[src/rtl/twoof5_serial_rx.sv]
// Serial 2-of-5 receiver: frames 5-bit codewords from a strobed bit line, decodes them
// to BCD and presents each one through a valid/acknowledge holding register.
module twoof5_serial_rx #(
  parameter int TIMEOUT = 8,
  parameter int TW      = 4
) (
  input  logic       CK,
  input  logic       CLR,
  input  logic       SIN,
  input  logic       SEN,
  input  logic       SYNC,
  input  logic       DACK,
  output logic [3:0] DIGIT,
  output logic [4:0] CODE,
  output logic       DVALID,
  output logic       ERR,
  output logic       OVR,
  output logic       TOUT,
  output logic       BUSY
);

  typedef enum logic {IDLE = 1'b0, SHIFT = 1'b1} state_t;

  state_t          state_r, state_s;
  logic [3:0]      shreg_r, shreg_s;
  logic [2:0]      count_r, count_s;
  logic [TW-1:0]   idle_r, idle_s;
  logic            done_s, tmo_s;
  logic [4:0]      word_s;
  logic [3:0]      digit_r, digit_s;
  logic [4:0]      code_r, code_s;
  logic            dvalid_r, dvalid_s;
  logic            err_r, err_s;
  logic            ovr_r, ovr_s;
  logic            tout_r, tout_s;

  function automatic logic [3:0] decode(input logic [4:0] w);
    logic [3:0] d;
    case (w)
      5'b00011: d = 4'd1;
      5'b00101: d = 4'd2;
      5'b00110: d = 4'd3;
      5'b01001: d = 4'd4;
      5'b01010: d = 4'd5;
      5'b01100: d = 4'd6;
      5'b10001: d = 4'd7;
      5'b10010: d = 4'd8;
      5'b10100: d = 4'd9;
      5'b11000: d = 4'd0;
      default:  d = 4'hF;
    endcase
    return d;
  endfunction

  function automatic logic two_hot(input logic [4:0] w);
    logic [2:0] n;
    n = {2'b00, w[0]} + {2'b00, w[1]} + {2'b00, w[2]} + {2'b00, w[3]} + {2'b00, w[4]};
    return (n == 3'd2);
  endfunction

  // Completed word: the four buffered bits followed by the bit on the strobe edge.
  assign word_s = {shreg_r, SIN};

  // State register and framing datapath.
  always_ff @(posedge CK or posedge CLR) begin
    if (CLR) begin
      state_r <= IDLE;
      shreg_r <= 4'b0000;
      count_r <= 3'd0;
      idle_r  <= {TW{1'b0}};
    end else begin
      state_r <= state_s;
      shreg_r <= shreg_s;
      count_r <= count_s;
      idle_r  <= idle_s;
    end
  end

  // Next-state logic: framing, resync, completion and idle timeout.
  always_comb begin
    state_s = state_r;
    shreg_s = shreg_r;
    count_s = count_r;
    idle_s  = idle_r;
    done_s  = 1'b0;
    tmo_s   = 1'b0;
    case (state_r)
      IDLE: begin
        idle_s = {TW{1'b0}};
        if (SEN && SYNC) begin
          shreg_s = {3'b000, SIN};
          count_s = 3'd1;
          state_s = SHIFT;
        end else begin
          count_s = 3'd0;
        end
      end
      SHIFT: begin
        if (SEN) begin
          idle_s = {TW{1'b0}};
          if (SYNC) begin
            shreg_s = {3'b000, SIN};
            count_s = 3'd1;
          end else if (count_r == 3'd4) begin
            done_s  = 1'b1;
            shreg_s = 4'b0000;
            count_s = 3'd0;
            state_s = IDLE;
          end else begin
            shreg_s = {shreg_r[2:0], SIN};
            count_s = count_r + 3'd1;
          end
        end else if (idle_r == TW'(TIMEOUT - 1)) begin
          tmo_s   = 1'b1;
          idle_s  = {TW{1'b0}};
          shreg_s = 4'b0000;
          count_s = 3'd0;
          state_s = IDLE;
        end else begin
          idle_s = idle_r + {{(TW-1){1'b0}}, 1'b1};
        end
      end
      default: begin
        state_s = IDLE;
      end
    endcase
  end

  // Output logic: holding register, handshake and sticky overrun.
  always_comb begin
    digit_s  = digit_r;
    code_s   = code_r;
    dvalid_s = dvalid_r;
    err_s    = err_r;
    ovr_s    = ovr_r;
    tout_s   = tmo_s;
    if (done_s) begin
      if (!dvalid_r || DACK) begin
        digit_s  = decode(word_s);
        code_s   = word_s;
        err_s    = ~two_hot(word_s);
        dvalid_s = 1'b1;
      end else begin
        ovr_s = 1'b1;
      end
    end else if (DACK && dvalid_r) begin
      dvalid_s = 1'b0;
    end else begin
      dvalid_s = dvalid_r;
    end
  end

  // Output registers.
  always_ff @(posedge CK or posedge CLR) begin
    if (CLR) begin
      digit_r  <= 4'd0;
      code_r   <= 5'd0;
      dvalid_r <= 1'b0;
      err_r    <= 1'b0;
      ovr_r    <= 1'b0;
      tout_r   <= 1'b0;
    end else begin
      digit_r  <= digit_s;
      code_r   <= code_s;
      dvalid_r <= dvalid_s;
      err_r    <= err_s;
      ovr_r    <= ovr_s;
      tout_r   <= tout_s;
    end
  end

  assign DIGIT  = digit_r;
  assign CODE   = code_r;
  assign DVALID = dvalid_r;
  assign ERR    = err_r;
  assign OVR    = ovr_r;
  assign TOUT   = tout_r;
  assign BUSY   = (state_r == SHIFT);

endmodule
[config.mk]
export PLATFORM = sky130hd
export DESIGN_NAME = twoof5_serial_rx
export DESIGN_NICKNAME = d
export VERILOG_FILES = /design/src/rtl/twoof5_serial_rx.sv
export SDC_FILE = /design/constraint.sdc
export NUM_CORES = 1
export LEC_CHECK = 0
export BUFFER_PORTS_ARGS = -buffer_cell sky130_fd_sc_hd__buf_2
export CAP_MARGIN = 20
export CORE_MARGIN = 4
export CORE_UTILIZATION = 60
export DETAILED_ROUTE_END_ITERATION = 10
export GPL_TIMING_DRIVEN = 0
export HOLD_SLACK_MARGIN = 0.02
export PLACE_DENSITY_LB_ADDON = 0.1
export SLEW_MARGIN = 20
export SYNTH_ARGS = -nofsm -noshare
export SYNTH_HDL_FRONTEND = slang
export SYNTH_SLANG_ARGS = --single-unit
[constraint.sdc]
create_clock -name CK -period 2.96 [get_ports CK]
set_input_delay 0.74 -clock CK [delete_from_list [all_inputs] [get_ports CK]]
set_output_delay 0.74 -clock CK [all_outputs]
set_load 0.01 [all_outputs]
==> flow_summary.yaml <==
run_status:
  outcome: "complete, no violations"
synthesis:
  yosys-top-cells-area: "dfrtp_1 46%, ha_1 7.4%, mux2_2 5.0%"
  synth_fa_ha_area_share_pct: 10.34
  synth_top_family_by_area: "simple AND/OR/NAND/NOR gates"
  syn_nets: 141
  syn_inst: 125
  synthMuxAreaShare_pct: 9.418
  ys_warn_count: 0
  synth_top_area_share_pct: 46.17
  syn_area_um2: 1355
  synth_compound_area_share_pct: 12.37
  yosys.area_share.simple_pct: 14.22
  synth_area_leader_cell: "dfrtp_1"
  synth-seq-cells: 25
  ys_seq_area_share_pct: 46.17
  synth_xor_area_share_pct: 1.293
  ys_types: 32
  avgSynthCellArea_um2: 10.84
clock_tree:
  h-tree-depth: 1
  clk_path_buf_depth: 2
  clk_latency_ns: 0.31
  cts_tree: "yes"
  cts_buffers: 3
  post_cts_buffers: 0
  cts_root_buf: "clkbuf_4"
  path_clk_slew_ns: 0.12
  hold_buffers: 0
  clkSinkCount: 25
  cts-resized-gates: 0
detailed_routing:
  finalWirelength_um: 2305
  avgRoutedWirePerCell_um: 13.17
  drc: 0
  drt-vias-per-instance: 5.360
  vias: 938
  ant_nets: 0
  dr.pass1.iters: 4
  first_iter_violations: 14
pwr:
  vdd_drop_max_v: 0.0003586
  pwr_density_cell_nw_per_um2: 443.2
  power_leakage_uw: 0.0007719
  total_power_uw: 669.3
finish:
  fill_cells: 156
  mostFrequentLayoutCell: "dfrtp_1"
  fin_util_pct: 73.24
  drive_above_1_share_pct: 23.65
  diodes: 0
  nNetsFinal: 165
  layout_common_cells: "25 x dfrtp_1, 20 x buf_2, 12 x inv_1, 11 x nor2_1"
  areaGrowthSynthToFinish_pct: 11.45
die:
  die_w_um: 55.52
  core_area_um2: 2062
  num_rows: 16
  start_util_pct: 65.72
  io_pins: 20
  die_y_um: 55.52
  die_area_um2: 3082
timing:
  whs_ns: 0.4761
  slew_violations: 0
  finalCritPeriodShare_pct: 70.96
  tns_ns: 0
  setup_violations: 0
  finClkSkew_ns: 0.002762
  rsz0062_at_grt: "false"
  finalCriticalPeriod_ns: 2.101
  relSlewSlack_pct: 39.56
  worst_pin_slew_ns: 0.9056
  fmax_mhz: 476.1
  hold_viol_final: 0
grt:
  first_global_vias: 974
  antenna_found_initial: 0
  grt_max_degree: 26
  grt_pass1_wl_um: 4105
  gr-usage-all-layers_pct: 16.67
  gr-total-overflow: 0
place:
  gp_congestion: 0.8118
  io_buffer_count: 19
  place_hpwl_um: 1789
setup_path:
  timing.rr.end: "ERR"
  worstSetupPathType: "primary input to register"
  crit_fanout: 5
  r2r_start: "shreg_r[0]"
  reg2reg_depth: 6
  critical_path_required_ns: 3.20
  worstSetupEndpointType: "register"
  crit_arrival_ns: 2.34
  r2r_slack_ns: 0.99
  start_kind: "primary input"
job:
  drv_cap: 0
hold_path:
  min_to: "idle_r[0]"
  hold_path.startpoint: "idle_r[0]"
  min_path_type: "register to register"
  hold_depth: 1
## sequential cells by signal, summed over array words and instances (netlist names)
signal and flops:
ERR 1, OVR 1, DIGIT 4, shreg_r 4
TOUT 1, BUSY 1, CODE 5, DVALID 1
count_r 3, idle_r 4
## cell usage after synthesis (all sizes together)
library cell,n
xnor2,1
and3b,1
nand3,3
o22ai,1
a21oi,3
o211ai,1
o221ai,1
nor3b,2
fa,2
o21ai,9
nor2,11
nand2b,2
nor2b,1
a31oi,4
a21o,1
nor3,2
ha,8
mux2i,6
nand2,8
nand3b,2
inv,12
mux2,6
a22o,3
xor2,1
dfrtp,25
o21bai,3
buf,4
or2b,2
## power by group
group	switching [uW]	leakage, uW	internal (uW)
combinational	81.4	0.000427	62.9
sequential	17.2	0.000330	361
clock	94.4	0.0000150	52.6
## per-layer routing
metal  GRT usage (%)  vias to the layer above  wire (um)
met3           2.098                        4        102
met4           7.292                        0         42
met5               0                        -          0
met2           30.07                       22       1137
met1           19.58                      438       1023
li1                -                      474          -
## cell type report
class                           instances  area [um^2]  share of cell area, %
Multi-Input combinational cell         84        645.6                  42.75
Sequential cell                        25        625.6                  41.42
Timing Repair Buffer                   19        95.09                  6.297
Inverter                               12        45.04                  2.983
Buffer                                  4        38.79                  2.568
Tap cell                               27        33.78                  2.237
Clock buffer                            4        26.28                  1.740
## worst max-delay path by stage
stage	to	start	cells after the start
5_1_grt	ERR	SIN	7
2_1_floorplan	ERR	SIN	6
3_5_place_dp	ERR	SIN	7
4_1_cts	ERR	SIN	7
6_report	ERR	SIN	7
3_3_place_gp	ERR	SIN	7
## critical path, stage by stage
cell and delay, ns:
buf_2 0.13, inv_1 0.10, fa_1 0.54, inv_1 0.05
fa_1 0.36, ha_1 0.29, a31oi_1 0.13
## per-stage QoR
stage | setup slack (ns) | std cells | area, um^2
2_1_floorplan | 0.7847 | 125 | 1355
3_3_place_gp | 0.5689 | 171 | 1484
3_5_place_dp | 0.5289 | 171 | 1484
4_1_cts | 0.8587 | 175 | 1510
5_1_grt | 0.8031 | 175 | 1510
6_report | 0.8595 | 175 | 1510
## kinds of logic (layout without fill, tap and decap cells)
logic type               count (synthesis)  after routing
AO/OA/AOI/OAI                           26             26
XOR/XNOR                                 2              2
adder cells (fa/ha/maj)                 10             10
buffers and inverters                   16             39
flip-flops                              25             25
multiplexers                            12             12
AND/OR/NAND/NOR                         34             34
Note: power is estimated with default switching activity, not from simulation.
